**config.mk**
```make
export PLATFORM = sky130hd
export DESIGN_NAME = maze_loader
export DESIGN_NICKNAME = d
export VERILOG_FILES = /design/src/rtl/maze_pkg.sv /design/src/rtl/row_serializer.sv /design/src/rtl/maze_loader.sv
export SDC_FILE = /design/constraint.sdc
export NUM_CORES = 1
export LEC_CHECK = 0
export CAP_MARGIN = 20
export CORE_AREA = 2 2 64 66
export CTS_CLUSTER_DIAMETER = 80
export CTS_CLUSTER_SIZE = 30
export DETAILED_ROUTE_END_ITERATION = 10
export DIE_AREA = 0 0 66 68
export PLACE_DENSITY_LB_ADDON = 0.05
export SKIP_LAST_GASP = 1
export SLEW_MARGIN = 20
export SYNTH_ARGS = -nofsm -noshare
export SYNTH_HDL_FRONTEND = slang
export SYNTH_SLANG_ARGS = --single-unit
```
**constraint.sdc**
```tcl
create_clock -name clk -period 1.9 [get_ports clk]
set_clock_uncertainty 0.2 [all_clocks]
set_input_delay 0.38 -clock clk [delete_from_list [all_inputs] [get_ports clk]]
set_output_delay 0.38 -clock clk [all_outputs]
set_load 0.01 [all_outputs]
```
**src/rtl/maze_pkg.sv**
```systemverilog
// Shared constants, loader state encoding and cell helpers for the maze front end.
package maze_pkg;

  localparam int unsigned ROWS  = 16;
  localparam int unsigned COLS  = 16;
  localparam int unsigned LOC_W = 8;
  localparam int unsigned ROW_W = 4;
  localparam int unsigned COL_W = 4;

  localparam logic WALL = 1'b1;
  localparam logic OPEN = 1'b0;

  localparam logic [LOC_W-1:0] ENTRY_LOC = 8'h00;
  localparam logic [LOC_W-1:0] EXIT_LOC  = 8'hFF;

  typedef enum logic [2:0] {
    StIdle,
    StWaitRow,
    StWrite,
    StKick,
    StDone,
    StErr
  } loader_state_e;

  function automatic logic is_corner(input logic [LOC_W-1:0] loc);
    return (loc == ENTRY_LOC) || (loc == EXIT_LOC);
  endfunction

endpackage

```
**src/rtl/row_serializer.sv**
```systemverilog
// Holds one accepted maze row and presents the cell bit picked by the column index.
module row_serializer
  import maze_pkg::*;
#(
  parameter int unsigned WIDTH = COLS
) (
  input  logic             clk,
  input  logic             rst,
  input  logic             i_load,
  input  logic [WIDTH-1:0] i_row,
  input  logic [COL_W-1:0] i_col,
  output logic             o_bit
);

  logic [WIDTH-1:0] r_buf;

  always_ff @(posedge clk) begin
    if (rst) begin
      r_buf <= '0;
    end else if (i_load) begin
      r_buf <= i_row;
    end
  end

  assign o_bit = r_buf[i_col];

endmodule

```
**src/rtl/maze_loader.sv**
```systemverilog
// Loads a maze row by row into solver memory, checks entry/exit cells, then kicks the solver.
module maze_loader #(
  parameter int unsigned ROWS = maze_pkg::ROWS,
  parameter int unsigned COLS = maze_pkg::COLS
) (
  input  logic                       clk,
  input  logic                       rst,
  input  logic                       load,
  input  logic [COLS-1:0]            rowIn,
  input  logic                       rowValid,
  output logic                       rowReady,
  output logic [maze_pkg::LOC_W-1:0] memLoc,
  output logic                       memDin,
  output logic                       memWr,
  output logic                       start,
  output logic                       busy,
  output logic                       loaded,
  output logic                       loadErr
);
  import maze_pkg::*;

  localparam logic [ROW_W-1:0] RowLast = ROW_W'(ROWS - 1);
  localparam logic [COL_W-1:0] ColLast = COL_W'(COLS - 1);

  loader_state_e    r_state, w_state_next;
  logic [ROW_W-1:0] r_row, w_row_next;
  logic [COL_W-1:0] r_col, w_col_next;
  logic             r_corner_err, w_corner_err_next;

  logic             r_row_ready;
  logic             r_mem_wr;
  logic             r_start;
  logic             r_busy;
  logic             r_loaded;
  logic             r_load_err;

  logic             w_buf_load;
  logic             w_cell;
  logic [LOC_W-1:0] w_loc;

  assign w_loc = {r_row, r_col};

  row_serializer #(
    .WIDTH(COLS)
  ) u_row_serializer (
    .clk   (clk),
    .rst   (rst),
    .i_load(w_buf_load),
    .i_row (rowIn),
    .i_col (r_col),
    .o_bit (w_cell)
  );

  always_comb begin
    w_state_next      = r_state;
    w_row_next        = r_row;
    w_col_next        = r_col;
    w_corner_err_next = r_corner_err;
    w_buf_load        = 1'b0;

    unique case (r_state)
      StIdle, StDone, StErr: begin
        if (load) begin
          w_state_next      = StWaitRow;
          w_row_next        = '0;
          w_col_next        = '0;
          w_corner_err_next = 1'b0;
        end
      end

      StWaitRow: begin
        if (rowValid && r_row_ready) begin
          w_buf_load   = 1'b1;
          w_col_next   = '0;
          w_state_next = StWrite;
        end
      end

      StWrite: begin
        w_col_next = r_col + COL_W'(1);
        if (is_corner(w_loc) && (w_cell == WALL)) begin
          w_corner_err_next = 1'b1;
        end
        if (r_col == ColLast) begin
          if (r_row != RowLast) begin
            w_row_next   = r_row + ROW_W'(1);
            w_state_next = StWaitRow;
          end else if (w_corner_err_next) begin
            w_state_next = StErr;
          end else begin
            w_state_next = StKick;
          end
        end
      end

      StKick: begin
        w_state_next = StDone;
      end

      default: begin
        w_state_next = StIdle;
      end
    endcase
  end

  // Status outputs are registered decodes of the next state so they line up with r_state.
  always_ff @(posedge clk) begin
    if (rst) begin
      r_state      <= StIdle;
      r_row        <= '0;
      r_col        <= '0;
      r_corner_err <= 1'b0;
      r_row_ready  <= 1'b0;
      r_mem_wr     <= 1'b0;
      r_start      <= 1'b0;
      r_busy       <= 1'b0;
      r_loaded     <= 1'b0;
      r_load_err   <= 1'b0;
    end else begin
      r_state      <= w_state_next;
      r_row        <= w_row_next;
      r_col        <= w_col_next;
      r_corner_err <= w_corner_err_next;
      r_row_ready  <= (w_state_next == StWaitRow);
      r_mem_wr     <= (w_state_next == StWrite);
      r_start      <= (w_state_next == StKick);
      r_busy       <= (w_state_next == StWaitRow) || (w_state_next == StWrite) ||
                      (w_state_next == StKick);
      r_loaded     <= (w_state_next == StDone);
      r_load_err   <= (w_state_next == StErr);
    end
  end

  assign rowReady = r_row_ready;
  assign memWr    = r_mem_wr;
  assign memLoc   = r_mem_wr ? w_loc : '0;
  assign memDin   = r_mem_wr & w_cell;
  assign start    = r_start;
  assign busy     = r_busy;
  assign loaded   = r_loaded;
  assign loadErr  = r_load_err;

endmodule

```
## Word level (Yosys, flattened, before mapping)

Index checks and enable logic that the tools add are counted.

| storage, ports and cells | value |
|---|---|
| bits in read-only memories | 0 |
| bits of input ports | 20 |
| memory bits (writable) | 0 |
| memories kept | 0 |
| latch bits | 0 |
| bits in registers | 34 |

| cells by class | value |
|---|---|
| divide/modulo/power cells | 0 |
| mux-type cells | 21 |
| shifts and indexed selects | 0 |
| bitwise logic cells | 1 |
| reduce and logical (&&, ||, !) cells | 13 |
| add/subtract/negate cells | 2 |
| equal/unequal tests | 17 |
| multipliers | 0 |
| $lt $le $gt $ge | 1 |

Operator list:

| operator | number |
|---|---|
| 4-bit two-way mux | 4 |
| 3-bit two-way mux | 5 |
| 3-bit by 2-bit == test with 1-bit output (second input constant) | 4 |
| 3-bit == test (second input constant) | 4 |
| 3-bit case mux with 4 select lines | 1 |
| 4-bit case mux with 3 select lines | 1 |
| 4-bit by 1-bit adder with 4-bit output (second input constant) | 2 |
| 8-bit == test (second input constant) | 1 |
| 8-bit zero test | 1 |
| 8-bit two-way mux | 1 |
| 2-bit inequality test (second input constant) | 4 |
| 4-bit case mux with 2 select lines | 1 |
| 3-bit by 1-bit == test with 1-bit output (second input constant) | 2 |
| 1-bit two-way mux | 6 |
| 4-bit by 5-bit less-than comparator with 1-bit output (second input constant) | 1 |
| 1-bit binary-select mux with 4-bit select | 1 |
| 4-bit == test (second input constant) | 1 |
| 4-bit inequality test (second input constant) | 1 |
| 4-bit AND reduction | 1 |
| 3-bit zero test | 1 |
| 1-bit logical OR | 3 |
| 3-bit AND reduction | 1 |
| 3-bit nonzero test | 1 |
| 3-bit OR reduction | 1 |
| 5 further kinds | 6 |

## Depth between registers and ports, before layout

Gate-level depths: netlist of run 1.

| logic depth | value |
|---|---|
| depth in word-level cells | 12 |
| depth in mapped cells | 7 |

## Cells and area by module

Synthesis of run 1 repeated with hierarchy kept, for this count alone.

| second synthesis, totals | value |
|---|---|
| cell total of the unflattened synthesis | 167 |
| area, all modules | 1619.1 µm² |

By module, submodules not included:

| module | area an instance (µm²) | instances | seq. area each (µm²) | cells each |
|---|---|---|---|---|
| maze_loader | 925.9 | 1 | 360.3 | 108 |
| row_serializer | 693.2 | 1 | 320.3 | 59 |

## Worst setup path before layout of run 1

Ideal clock, no wire load.

| timing | value |
|---|---|
| path type | register to output |
| start | register r_col[2] |
| end | output port memDin |
| data required time | 1.320 ns |
| arrival | 1.466 ns |
| setup slack | -0.146 ns |
| path buffers | 2 |
| stages on the path, launching flop included | 7 |
| path through | dfxtp_1 > buf_6 > buf_12 > mux2i_1 > mux4_2 > mux2i_1 > and2_1 |

| on the way | value |
|---|---|
| cells in the longest elaborated chain, start to end | 3 |

Ends and longest elaborated chain:

| item | line | RTL |
|---|---|---|
| start: declaration | maze_loader.sv:27 | `logic [COL_W-1:0] r_col, w_col_next;` |
| start signal: assignment | maze_loader.sv:122 | `r_col <= w_col_next;` |
| 1-bit binary-select mux with 4-bit select | row_serializer.sv:25 | `assign o_bit = r_buf[i_col];` |
| 1-bit two-way mux (implied by the code) | row_serializer.sv:25 |  |
| 1-bit AND | maze_loader.sv:137 | `assign memDin = r_mem_wr & w_cell;` |
| end: declaration | maze_loader.sv:13 | `output logic memDin,` |

Every way passes these cells. The select of a mux whose other input is x is not followed.

## Worst setup path in the final report of run 1

Ends and elaborated chain as after synthesis.

==> report_table.html, run 1 <==
<table>
<tr><th>Metric</th><th>Value</th></tr>
<tr><th colspan="2">Run status</th></tr>
<tr><td>Outcome</td><td>complete, but fails checks</td></tr>
<tr><td>Violations in the final reports</td><td>negative setup slack</td></tr>
<tr><th colspan="2">CTS</th></tr>
<tr><td>Bufs on Longest Clock Path</td><td>2</td></tr>
<tr><td>CTS buffer count</td><td>5</td></tr>
<tr><td>Sink Count</td><td>34</td></tr>
<tr><td>Insertion delay of the later-clocked pin in the worst-skew pair</td><td>0.28 ns</td></tr>
<tr><td>Clock root buffer</td><td>clkbuf_8</td></tr>
<tr><td>CTS tree</td><td>yes</td></tr>
<tr><td>Number of H-tree branching levels</td><td>2</td></tr>
<tr><td>Clock transition at path regs</td><td>0.06 ns</td></tr>
<tr><th colspan="2">STA</th></tr>
<tr><td>Final hold violation count</td><td>0</td></tr>
<tr><td>Final worst hold slack</td><td>0.2595 ns</td></tr>
<tr><td>Post-layout minimum cycle time</td><td>2.356 ns</td></tr>
<tr><td>Unrepaired setup endpoints after global routing</td><td>yes</td></tr>
<tr><td>Period utilization</td><td>124.0%</td></tr>
<tr><td>Sum Neg Setup Slack</td><td>-1.280 ns</td></tr>
<tr><td>Max Fclk</td><td>424.5 MHz</td></tr>
<tr><td>Slew headroom</td><td>76.13%</td></tr>
<tr><td>Final WS setup</td><td>-0.4555 ns</td></tr>
<tr><td>Worst Tran Pin Value</td><td>0.3565 ns</td></tr>
<tr><td>Setup violations, final</td><td>8</td></tr>
<tr><td>Pins Over Slew Limit</td><td>0</td></tr>
<tr><th colspan="2">Die</th></tr>
<tr><td>Overall die width</td><td>66 um</td></tr>
<tr><td>Core Footprint</td><td>3856 um2</td></tr>
<tr><td>Die ar.</td><td>4488 um2</td></tr>
<tr><td>Chip height</td><td>68 um</td></tr>
<tr><td># IOs</td><td>35</td></tr>
<tr><td>Number of core rows</td><td>23</td></tr>
<tr><td>Effective utilization at floorplan</td><td>43.28%</td></tr>
<tr><th colspan="2">Critical path</th></tr>
<tr><td>Series of cell instances along the critical path</td><td>mux2i_1 &gt; mux4_2 &gt; mux2i_2 &gt; and2_1 &gt; buf_2</td></tr>
<tr><td>Maximum fanout along the worst path</td><td>9</td></tr>
<tr><td>Critical Path Slowest Stage Cell</td><td>mux4_2</td></tr>
<tr><td>CP Capture Type</td><td>output port</td></tr>
<tr><td>Required time at the worst-slack endpoint</td><td>1.32 ns</td></tr>
<tr><td>Cell class contributing the biggest share of worst-path delay</td><td>multiplexers</td></tr>
<tr><td>Data arrival time of the critical path</td><td>1.78 ns</td></tr>
<tr><td>Biggest cell delay along the critical path</td><td>0.49 ns</td></tr>
<tr><td>CP Depth</td><td>5</td></tr>
<tr><td>Start-to-end type of the worst setup path</td><td>reg -&gt; out</td></tr>
<tr><td>Buffers and inverters on the worst path</td><td>1</td></tr>
<tr><td>Crit start category</td><td>flip-flop</td></tr>
<tr><td>Worst Reg-to-Reg Cells</td><td>9</td></tr>
<tr><th colspan="2">Synth</th></tr>
<tr><td>Leading post-synthesis cells by cell area</td><td>dfxtp_1 (41%), nand2_1 (8.8%), a21oi_1 (7.8%)</td></tr>
<tr><td>Proportion of synthesized chip area in sequential cells</td><td>40.78%</td></tr>
<tr><td>Top-count cell post-synth</td><td>nand2_1</td></tr>
<tr><td>Flip-flop and latch count after synthesis</td><td>34</td></tr>
<tr><td>Most used flip-flop cell after synthesis</td><td>dfxtp_1</td></tr>
<tr><td>Share of Yosys cell area claimed by the top area cell type</td><td>40.78%</td></tr>
<tr><td>Yosys top cell by area</td><td>dfxtp_1</td></tr>
<tr><td>Netlist area before placement</td><td>1669 um2</td></tr>
<tr><td>Avg Inst Size Synth</td><td>8.263 um2</td></tr>
<tr><td>Distinct cell type count after synthesis</td><td>41</td></tr>
<tr><td>Gate Count Post-Synth</td><td>202</td></tr>
<tr><td>Number of enable flip-flop cells after synthesis</td><td>0</td></tr>
<tr><td>Total nets after synthesis</td><td>226</td></tr>
<tr><td>Synth warn</td><td>0</td></tr>
<tr><td>Cell types with the highest counts after synthesis</td><td>nand2_1 (39), dfxtp_1 (34), a21oi_1 (26)</td></tr>
<tr><td>Share of flip-flops with an asynchronous set or reset</td><td>0%</td></tr>
<tr><th colspan="2">Power</th></tr>
<tr><td>PD cells</td><td>599.6 nW/um2</td></tr>
<tr><td>LEAKAGE</td><td>0.9190 nW</td></tr>
<tr><td>Maximum resistive drop on vdd</td><td>0.0003763 V</td></tr>
<tr><td>Total power</td><td>1.414 mW</td></tr>
<tr><th colspan="2">Route</th></tr>
<tr><td>DR WL/cell</td><td>12.44 um</td></tr>
<tr><td>Mean number of vias per cell</td><td>4.946</td></tr>
<tr><td>Violation count after the first detailed-routing iteration</td><td>62</td></tr>
<tr><td>DRT antenna net count</td><td>0</td></tr>
<tr><td>Total number of vias</td><td>1543</td></tr>
<tr><td>Post-detailed-route DRC marker count</td><td>0</td></tr>
<tr><td>DRT Wirelength</td><td>3882 um</td></tr>
<tr><td>Drt first pass iters</td><td>4</td></tr>
<tr><th colspan="2">Cells and area</th></tr>
<tr><td>Area Growth Syn to Fin</td><td>41.30%</td></tr>
<tr><td>Fill cells</td><td>360</td></tr>
<tr><td>Final cell utilization of the core</td><td>61.16%</td></tr>
<tr><td>Multi-input gate area</td><td>927.1 um2</td></tr>
<tr><td>Fraction of layout instances using a drive strength above 1</td><td>22.52%</td></tr>
<tr><td>Antenna diodes</td><td>0</td></tr>
<tr><td>Number of nets in the final layout</td><td>287</td></tr>
<tr><td>Cell area after layout</td><td>2359 um2</td></tr>
<tr><td>Register area</td><td>693.2 um2</td></tr>
<tr><td>Post-route non-filler standard cell count</td><td>312</td></tr>
<tr><th colspan="2">Place</th></tr>
<tr><td>Final HPWL DP</td><td>2882 um</td></tr>
<tr><td>Port Buffers</td><td>34</td></tr>
<tr><td>Post-placement setup slack</td><td>-0.6386 ns</td></tr>
<tr><td>Final weighted congestion in routability-driven placement</td><td>0.8804</td></tr>
<tr><td>Count of placed standard cells including taps</td><td>302</td></tr>
<tr><td>Standard cell area after detailed placement</td><td>2225 um2</td></tr>
<tr><th colspan="2">Global routing</th></tr>
<tr><td>Total Routing Usage GR</td><td>19.21%</td></tr>
<tr><td>Maximum number of pins on one net before global-route repair</td><td>21</td></tr>
<tr><td>Via count of the first global-routing pass</td><td>1465</td></tr>
<tr><td>Antenna violations before repair</td><td>0</td></tr>
<tr><td>Total global routing overflow</td><td>0</td></tr>
<tr><td>Global-route wire length before repair</td><td>6430 um</td></tr>
<tr><th colspan="2">Hold path</th></tr>
<tr><td>Hold crit path type</td><td>reg -&gt; reg</td></tr>
<tr><td>Number of cells traversed by the worst hold path</td><td>2</td></tr>
<tr><th colspan="2">Flow run</th></tr>
<tr><td>Maximum capacitance violations</td><td>0</td></tr>
</table>
==> path summary, 6_finish.rpt <==
path | from | end | slack [ns]
setup / recovery | r_col[2]$_SDFFE_PP0P_ | memDin | -0.46
hold / removal | u_row_serializer.r_buf[12]$_SDFFE_PP0P_ | u_row_serializer.r_buf[12]$_SDFFE_PP0P_ | 0.26
setup reg to reg | r_col[2]$_SDFFE_PP0P_ | r_corner_err$_SDFFE_PP0P_ | -0.20
hold reg to reg | u_row_serializer.r_buf[12]$_SDFFE_PP0P_ | u_row_serializer.r_buf[12]$_SDFFE_PP0P_ | 0.26
==> placed cells by master, fill, tap and decap left out, drive strengths merged, types with 3 or more instances in the layout <==
| cell type | instances |
|---|---|
| dlygate4sd2 | 7 |
| clkdlybuf4s50 | 26 |
| nor2 | 15 |
| buf | 33 |
| clkbuf | 6 |
| and2 | 9 |
| inv | 7 |
| ha | 4 |
| mux2i | 9 |
| nand3 | 4 |
| nor3 | 4 |
| a21oi | 26 |
| nand2 | 39 |
| dfxtp | 34 |
| nand2b | 5 |
| nand3b | 3 |
==> cell families after synthesis <==
group | count (synthesis) | share of synthesized area (%)
AOI/OAI and AO/OA | 43 | 15.67
xor gates and xnor gates | 2 | 1.050
adders and majority gates | 4 | 2.999
buffers and inverters | 19 | 5.772
DFF | 34 | 40.78
muxes | 11 | 8.096
and+or+nand+nor | 89 | 25.64
==> metal layers <==
metal  vias to the layer above  track usage (%)  routed length [um]
met5                         -                0                   0
met4                         0            9.694                  95
met3                         9            5.099                 167
met2                        33            34.72                2001
li1                        804                -                   -
met1                       697            20.80                1617
==> worst reg2reg max path, stage by stage (launching register included) <==
cell	delay, ns
dfxtp_4	0.43
mux2i_1	0.22
mux4_2	0.28
mux2i_2	0.08
buf_4	0.14
buf_4	0.12
buf_4	0.12
buf_4	0.12
buf_4	0.11
a22o_1	0.18
==> final cells by class <==
type | count | share of cell area [%]
Timing Repair Buffer | 66 | 24.03
Clock buffer | 6 | 3.501
Inverter | 7 | 1.114
Multi-Input combinational cell | 149 | 39.31
Sequential cell | 34 | 29.39
Tap cell | 50 | 2.653
==> flip-flops by register name (all words and copies together), names as in the netlist <==
signal,flops
u_row_serializer.r_buf,16
r_col,4
r_row,4
r_state,3
busy,1
loadErr,1
loaded,1
memWr,1
r_corner_err,1
rowReady,1
start,1
==> power breakdown <==
| part | internal, mW | switching, mW | total [mW] |
|---|---|---|---|
| registers | 0.726 | 0.0114 | 0.737 |
| clock network | 0.279 | 0.246 | 0.525 |
| logic | 0.0874 | 0.0643 | 0.152 |
==> what timing repair did <==
action	4_1_cts	5_1_grt
hold buffers	0	0
cloned	0	0
pin swaps	0	1
resized for setup	20	6
setup buffers	5	0
endpoints found under the setup margin	15	10
No activity file was read; power rests on OpenSTA's default activity.
==> inputs of run 2 (changes only) <==
CTS_CLUSTER_SIZE = 10   (was 30)
GPL_ROUTABILITY_DRIVEN = 0   (was unset)
==> results of run 2 <==
Final layout, timing and power as in run 1 (identical DEF).
